**src/rtl/trivium_pkg.sv**
```systemverilog
// Shared types for the Trivium keystream generator and its consumers.
package trivium_pkg;

  localparam int unsigned BYTE_W = 8;

  typedef logic [BYTE_W-1:0] byte_t;

  // Registered output stage of the keystream XOR block.
  typedef struct packed {
    logic  valid;
    byte_t data;
  } out_stage_t;

endpackage

```
**src/rtl/trivium_ks_fifo.sv**
```systemverilog
// Keystream prefetch FIFO: strict in-order buffer with occupancy count and synchronous flush.
module trivium_ks_fifo #(
  parameter int unsigned DEPTH = 4,
  parameter int unsigned W     = 8
) (
  input  logic                   clk,
  input  logic                   rst_n,
  input  logic                   clear,
  input  logic                   push,
  input  logic                   pop,
  input  logic [W-1:0]           wdata,
  output logic [W-1:0]           rdata,
  output logic [$clog2(DEPTH):0] count
);

  localparam int unsigned PTR_W = $clog2(DEPTH);
  localparam logic [PTR_W:0] FULL_COUNT = (PTR_W + 1)'(DEPTH);

  logic [W-1:0]     mem_q [DEPTH];
  logic [PTR_W-1:0] wr_ptr_q, wr_ptr_d;
  logic [PTR_W-1:0] rd_ptr_q, rd_ptr_d;
  logic [PTR_W:0]   count_q, count_d;
  logic             do_push, do_pop;

  // Guard again here so the FIFO stays consistent even if a caller misbehaves.
  assign do_push = push && (count_q != FULL_COUNT) && !clear;
  assign do_pop  = pop && (count_q != '0) && !clear;

  always_comb begin
    wr_ptr_d = wr_ptr_q;
    rd_ptr_d = rd_ptr_q;
    count_d  = count_q;
    if (clear) begin
      wr_ptr_d = '0;
      rd_ptr_d = '0;
      count_d  = '0;
    end else begin
      if (do_push) wr_ptr_d = wr_ptr_q + PTR_W'(1);
      if (do_pop)  rd_ptr_d = rd_ptr_q + PTR_W'(1);
      case ({do_push, do_pop})
        2'b10:   count_d = count_q + (PTR_W + 1)'(1);
        2'b01:   count_d = count_q - (PTR_W + 1)'(1);
        default: count_d = count_q;
      endcase
    end
  end

  always_ff @(posedge clk or negedge rst_n) begin
    if (!rst_n) begin
      wr_ptr_q <= '0;
      rd_ptr_q <= '0;
      count_q  <= '0;
    end else begin
      wr_ptr_q <= wr_ptr_d;
      rd_ptr_q <= rd_ptr_d;
      count_q  <= count_d;
    end
  end

  always_ff @(posedge clk) begin
    if (do_push) mem_q[wr_ptr_q] <= wdata;
  end

  assign rdata = mem_q[rd_ptr_q];
  assign count = count_q;

endmodule

```
**src/rtl/trivium_keystream_xor.sv**
```systemverilog
// Consumer side of the Trivium keystream: prefetches keystream bytes and XORs them onto a
// byte stream through a registered valid/ready output.
module trivium_keystream_xor
  import trivium_pkg::*;
#(
  parameter int unsigned FIFO_DEPTH = 4,
  parameter int unsigned CNT_W      = 16
) (
  input  logic              clk,
  input  logic              rst_n,
  input  logic [BYTE_W-1:0] keystream_byte,
  input  logic              keystream_valid,
  output logic              keystream_read,
  input  logic              clear,
  input  logic [BYTE_W-1:0] din,
  input  logic              din_valid,
  output logic              din_ready,
  output logic [BYTE_W-1:0] dout,
  output logic              dout_valid,
  input  logic              dout_ready,
  output logic [CNT_W-1:0]  byte_count
);

  localparam int unsigned FC_W = $clog2(FIFO_DEPTH) + 1;
  localparam logic [FC_W-1:0] FULL_COUNT = FC_W'(FIFO_DEPTH);

  logic [FC_W-1:0]  fifo_count;
  byte_t            ks_head;
  out_stage_t       out_q, out_d;
  logic [CNT_W-1:0] cnt_q, cnt_d;
  logic             xfer, beat;

  trivium_ks_fifo #(
    .DEPTH (FIFO_DEPTH),
    .W     (BYTE_W)
  ) u_fifo (
    .clk   (clk),
    .rst_n (rst_n),
    .clear (clear),
    .push  (keystream_read),
    .pop   (xfer),
    .wdata (keystream_byte),
    .rdata (ks_head),
    .count (fifo_count)
  );

  // A full FIFO never pushes, even when a pop frees a slot on the same edge.
  // rst_n gating keeps the strobe low while the block is held in reset.
  assign keystream_read = rst_n && keystream_valid && (fifo_count != FULL_COUNT) && !clear;

  assign din_ready = (fifo_count != '0) && (!out_q.valid || dout_ready) && !clear;
  assign xfer      = din_valid && din_ready;
  assign beat      = out_q.valid && dout_ready && !clear;

  always_comb begin
    out_d = out_q;
    if (clear) begin
      out_d.valid = 1'b0;
    end else if (xfer) begin
      out_d.valid = 1'b1;
      out_d.data  = din ^ ks_head;
    end else if (beat) begin
      out_d.valid = 1'b0;
    end
  end

  always_comb begin
    cnt_d = cnt_q;
    if (clear)     cnt_d = '0;
    else if (beat) cnt_d = cnt_q + CNT_W'(1);
  end

  always_ff @(posedge clk or negedge rst_n) begin
    if (!rst_n) begin
      out_q <= '0;
      cnt_q <= '0;
    end else begin
      out_q <= out_d;
      cnt_q <= cnt_d;
    end
  end

  assign dout       = out_q.data;
  assign dout_valid = out_q.valid;
  assign byte_count = cnt_q;

endmodule
```
**config.mk**
```make
export PLATFORM = sky130hd
export DESIGN_NAME = trivium_keystream_xor
export DESIGN_NICKNAME = d
export VERILOG_FILES = /design/src/rtl/trivium_pkg.sv /design/src/rtl/trivium_ks_fifo.sv /design/src/rtl/trivium_keystream_xor.sv
export SDC_FILE = /design/constraint.sdc
export NUM_CORES = 1
export LEC_CHECK = 0
export CAP_MARGIN = 20
export CORE_MARGIN = 8
export CORE_UTILIZATION = 45
export CTS_BUF_LIST = sky130_fd_sc_hd__clkbuf_4 sky130_fd_sc_hd__clkbuf_8
export CTS_CLUSTER_SIZE = 24
export DETAILED_ROUTE_END_ITERATION = 8
export GPL_TIMING_DRIVEN = 0
export PLACE_DENSITY = 0.78
export SLEW_MARGIN = 20
export SYNTH_ARGS = -nofsm -noshare
export SYNTH_HDL_FRONTEND = slang
export SYNTH_SLANG_ARGS = --single-unit
```
**constraint.sdc**
```tcl
create_clock -name clk -period 2.85 [get_ports clk]
set_input_delay 0.855 -clock clk [delete_from_list [all_inputs] [get_ports clk]]
set_output_delay 0.855 -clock clk [all_outputs]
set_load 0.02 [all_outputs]
```
Yosys cells after proc, flatten, opt, wreduce, memory -nomap -nowiden. Memories as Yosys holds them, arrays and structs flattened. Cells that the tools add are included.

Add/subtract/negate cells: 5. Eq/ne operators: 3. Mux-type cells: 13. Bitwise operators: 2. Reductions and logical operators: 22.

Operators by type and width (number): $mux W16 (2); $add A16 B1 Y16 const B (1); $logic_and A1 B1 Y1 (12); $reduce_bool A3 Y1 (3); $mux W2 (4); $xor A8 B8 Y8 (1); $pmux W3 S2 (1); $reduce_bool A2 Y1 (3); $mux W1 (5); $add A2 B1 Y2 const B (2); $add A3 B1 Y3 const B (1); $mux W3 (1); $ne A3 B3 Y1 const B (1); $sub A3 B1 Y3 const B (1); $eq A2 B1 Y1 const B (1); $eq A2 B2 Y1 const B (1); $logic_not A1 Y1 (2); $reduce_and A2 Y1 (1); $logic_or A1 B1 Y1 (1); $not A1 Y1 (1).

Register bits: 32. RAM bits: 32. Bits of input ports: 22. Output and inout bits: 27. Word-level logic and storage cells: 52. Memories: 1.

Memory list: u_fifo.mem_q (words 4, bits a word 8, read ports 1, clocked after Yosys merged registers in 0, write ports 1, line trivium_ks_fifo.sv:19) `logic [W-1:0] mem_q [DEPTH];`.

Longest topological paths before layout.
Depth after elaboration: 10. Depth in mapped cells: 9. Depth with buffers taken out: 8.

By module. A second synthesis with hierarchy kept.

Cell total of the unflattened synthesis: 229. Area total of the unflattened synthesis: 3045.4 um^2.

Modules (own cells, without submodules): trivium_ks_fifo (instances 1, cells an instance 108, area each 1789.2 um^2, sequential area each 1136.1 um^2); trivium_keystream_xor (instances 1, cells an instance 121, area each 1256.2 um^2, sequential area each 625.6 um^2).

Least setup slack after synthesis. OpenSTA, ideal clock, no wires.

Kind: input to register. From: input port clear. To: register u_fifo.count_q[2] (netlist: u_fifo.count[2]). Library setup time: 0.142 ns. Arrival time: 2.431 ns. Required time: 2.708 ns. Setup slack: 0.277 ns. Stages on the path: 7. Path buffers: 1. Cell sequence: buf_6 > nand3b_1 > a21oi_2 > nor2_1 > fa_1 > o311ai_1 > o221ai_1.

Elaborated cells on any way between the ends: 13. Those cells by class: eq/ne: 2; mux: 2; reduce/logical: 9.

RTL lines: from (decl) (line trivium_keystream_xor.sv:14) `input logic clear,`; $logic_not A1 Y1 * (line trivium_keystream_xor.sv:49) `assign keystream_read = rst_n && keystream_valid && (fifo_count != FULL_COUNT) && !clear;`; $logic_and A1 B1 Y1 * (line trivium_keystream_xor.sv:49); named net keystream_read (line trivium_keystream_xor.sv:13) `output logic keystream_read,`; $logic_and A1 B1 Y1 * (2 in series) (line trivium_ks_fifo.sv:26) `assign do_push = push && (count_q != FULL_COUNT) && !clear;`; $eq A2 B1 Y1 / $eq A2 B2 Y1 (equally long branches) (line trivium_ks_fifo.sv:40) `case ({do_push, do_pop})`; $pmux W3 S2 (line trivium_ks_fifo.sv:40); $mux W3 (line trivium_ks_fifo.sv:33) `if (clear) begin`; to (signal assigned) (line trivium_ks_fifo.sv:56) `count_q <= count_d;`; to (decl) (line trivium_ks_fifo.sv:22) `logic [PTR_W:0] count_q, count_d;`.

Mark *: on every way through the listed nets, which the timed path passes. The rest lies on a longest branch. A chain may end at the register's enable or synchronous reset.

Final worst setup path.
From: input port din_valid. To: register u_fifo.count_q[2] (netlist: u_fifo.count[2]).

Longest elaborated chain between the ends: 6. Elaborated cells on any way between the ends: 8. Those cells by class: eq/ne: 2; mux: 2; reduce/logical: 4.

Ends and longest elaborated chain: from (decl) (line trivium_keystream_xor.sv:16) `input logic din_valid,`; $logic_and A1 B1 Y1 * (line trivium_keystream_xor.sv:52) `assign xfer = din_valid && din_ready;`; $logic_and A1 B1 Y1 * (2 in series) (line trivium_ks_fifo.sv:27) `assign do_pop = pop && (count_q != '0) && !clear;`; $eq A2 B1 Y1 / $eq A2 B2 Y1 (equally long branches) (line trivium_ks_fifo.sv:40); $pmux W3 S2 (line trivium_ks_fifo.sv:40); $mux W3 (line trivium_ks_fifo.sv:33).

Every way passes the cells marked *; elsewhere a longest branch is shown, timed or not.

==> impl_metrics.env <==
export IMPL_tightest_slew_ps=506
export IMPL_p_per_area_mw_per_mm2=677
export IMPL_setup_viol=0
export IMPL_numCtsBuffers=9
export IMPL_numClockSinks=64
export IMPL_cp_end_kind="register"
export IMPL_crit_slowest_cell="or4b_2"
export IMPL_fin_tns_setup_ps=0
export IMPL_fin_crit_ps=2730
export IMPL_worstHoldPathType="primary input to asynchronous set/reset pin"
export IMPL_htreeDepth=3
export IMPL_ys_types=44
export IMPL_start_util=0.460
export IMPL_layout_drive_gt1_share=0.166
export IMPL_cp_required_ps=3090
export IMPL_netlist_area_mm2=0.00289
export IMPL_final_nets=306
export IMPL_cts_tree="built"
export IMPL_dieArea_mm2=0.00924
export IMPL_path_cells="clkdlybuf4s50_1 > nor2b_4 > nand3_4 > buf_4 > nor2_1 > fa_2 > or4b_2 > o221ai_1"
export IMPL_maxCapViolations=0
export IMPL_synth_async_reset_ratio=0.500
export IMPL_vias=1915
export IMPL_grt_max_degree=27
export IMPL_grt_pass1_wl_um=9410
export IMPL_ys_seq_area_frac=0.610
export IMPL_viasPerCell=5.32
export IMPL_p_leak_nw=1.41
export IMPL_ir_worst_vdd_uv=338
export IMPL_r2r_setup_slack_ps=550
export IMPL_worstSetupPathType="primary input to register"
export IMPL_first_pass_iters=4
export IMPL_gp_congestion=0.755
export IMPL_cpLargestDelayFamily="simple AND/OR/NAND/NOR gates"
export IMPL_ys_flop_type="edfxtp_1"
export IMPL_synth_edf_count=32
export IMPL_die_w_um=96.1
export IMPL_wirelength_um=5810
export IMPL_grtUsageTotal=0.136
export IMPL_place_ws_ps=-638
export IMPL_r2r_cells=9
export IMPL_finalCritPeriodShare=0.959
export IMPL_path_max_fanout=10
export IMPL_gr_total_overflow=0
export IMPL_insertedDiodeCount=0
export IMPL_clk_pin_slew_ps=60
export IMPL_status="complete, no violations"
export IMPL_core_area_mm2=0.00628
export IMPL_syn2layout_area_growth_pct=28.9
export IMPL_cts_root_buf="clkbuf_8"
export IMPL_antenna_found_initial=0
export IMPL_row_count=29
export IMPL_postSynthAreaPerCell_um2=13.4
export IMPL_port_buffers=48
export IMPL_slew_violations=0
export IMPL_crit_buf_inv=2
export IMPL_synth_seq_cells=64
export IMPL_holdBufCountCts=0
export IMPL_hold_viol_final=0
export IMPL_drt_iter0_drc=97
export IMPL_timing_fmax_mhz=366
export IMPL_clkLatencyLatePin_ps=330
export IMPL_drc=0
export IMPL_fillers=487
export IMPL_synth_warnings=0
export IMPL_die_h_um=96.1
export IMPL_synth_cells=216
export IMPL_ant_nets=0
export IMPL_cp_start_kind="primary input"
export IMPL_grt_pass1_vias=1908
export IMPL_syn_num_nets=244
export IMPL_fin_ws_ps=116
export IMPL_dp_hpwl_um=4170
export IMPL_avgRoutedWirePerCell_um=16.1
export IMPL_io_pins=49
export IMPL_cts_buffer_depth=2
export IMPL_rsz0062_at_grt="no"
export IMPL_skew_ps=7.45
export IMPL_cp_slowest_stage_delay_ps=590
export IMPL_critical_path_cell_count=8
export IMPL_slew_limit_headroom=0.663
export IMPL_worstPathArrival_ps=2980
-- placed cells by master, fill, tap and decap left out, drive strengths merged, types with 2 or more instances in the layout --
| cell type | count |
|---|---|
| a21oi | 5 |
| and2 | 4 |
| buf | 10 |
| clkbuf | 14 |
| clkdlybuf4s50 | 43 |
| clkinv | 2 |
| dfrtp | 32 |
| dlygate4sd2 | 2 |
| edfxtp | 32 |
| ha | 5 |
| inv | 7 |
| mux2 | 2 |
| mux2i | 2 |
| mux4 | 8 |
| nand2 | 16 |
| nand2b | 3 |
| nand3 | 7 |
| nand3b | 2 |
| nand4 | 5 |
| nor2 | 21 |
| nor2b | 2 |
| nor3 | 5 |
| nor4 | 4 |
| o21ai | 11 |
| or3 | 2 |
| xnor2 | 18 |
| xor2 | 5 |
-- what timing repair did --
action,4_1_cts,5_1_grt
gates resized for setup,14,5
gates cloned,0,0
setup buffers,1,1
pin swaps,0,1
endpoints found under the setup margin,3,1
-- Yosys cell counts, types with 4 or more instances --
master / n / area share
nor3_1: 4 / 0.0069
nand3_1: 5 / 0.0087
o21ai_0: 11 / 0.019
inv_1: 7 / 0.0091
xnor2_1: 18 / 0.055
and2_1: 4 / 0.0087
nand2_1: 15 / 0.019
xor2_1: 5 / 0.015
nand4_1: 4 / 0.0087
dfrtp_1: 32 / 0.28
mux4_2: 8 / 0.062
a21oi_1: 4 / 0.0069
edfxtp_1: 32 / 0.33
nor2_1: 21 / 0.027
ha_1: 5 / 0.022
nor4_1: 4 / 0.0087
-- registers in the layout, indices dropped and copies added (netlist names) --
register and flops:
byte_count 16, dout 8, dout_valid 1, u_fifo.count 3
u_fifo.mem_q 32, u_fifo.rd_ptr_q 2, u_fifo.wr_ptr_q 2
-- worst paths after layout --
| path | startpoint | endpoint |
|---|---|---|
| worst max-delay path | din_valid | u_fifo.count[2] |
| worst min-delay path | rst_n | u_fifo.count[2] |
| worst max register to register | u_fifo.count[2] | u_fifo.count[2] |
| worst min register to register | dout[4] | dout[4] |
| max in group asynchronous | rst_n | dout[7] |
| min in group clk | dout[4] | dout[4] |
-- stage by stage --
step | cells | hold slack (ps) | power, mW | instance area, um2 | utilization
6_report | 360 | 390 | 2.52 | 3720 | 0.593
3_5_place_dp | 342 | 470 | 1.78 | 3480 | 0.555
3_3_place_gp | 341 | 460 | 1.76 | 3470 | 0.552
2_1_floorplan | 216 | 538 | 1.52 | 2890 | -
4_1_cts | 359 | 378 | 2.53 | 3700 | 0.589
5_1_grt | 360 | 389 | 2.64 | 3720 | 0.593
-- area by class of cell --
class                      instances  area, um2  share of cell area
buffer                             7       43.8              0.0118
clock buffer                      12        146              0.0393
clock inverter                     4       46.3              0.0124
inverter                           7       26.3             0.00705
multi-input combinational        138       1090               0.294
sequential                        64       1760               0.473
tap                               77       96.3              0.0259
timing repair buffer              51        510               0.137
-- metal layers --
metal	vias to the layer above	part of all wire	global-route usage	wire length, um
li1	900	-	-	-
met1	952	0.42	0.162	2450
met2	53	0.50	0.221	2910
met3	10	0.053	0.0281	309
met4	0	0.023	0.0832	134
met5	-	0	0	0
-- cell families after synthesis --
group                    Yosys count  synth area share
AO/OA/AOI/OAI                     22            0.0459
multiplexers                      12            0.0784
XOR/XNOR                          23            0.0697
buffers and inverters             14            0.0234
AND/OR/NAND/NOR                   75             0.145
flip-flops                        64             0.610
adder cells (fa/ha/maj)            6            0.0286
-- power breakdown --
part           total (mW)  switching (mW)  internal, mW
clock network       0.752           0.323         0.429
registers            1.14          0.0743          1.06
logic               0.633           0.315         0.318
total                2.52           0.712          1.81
Power figures use the tool's default switching activity.
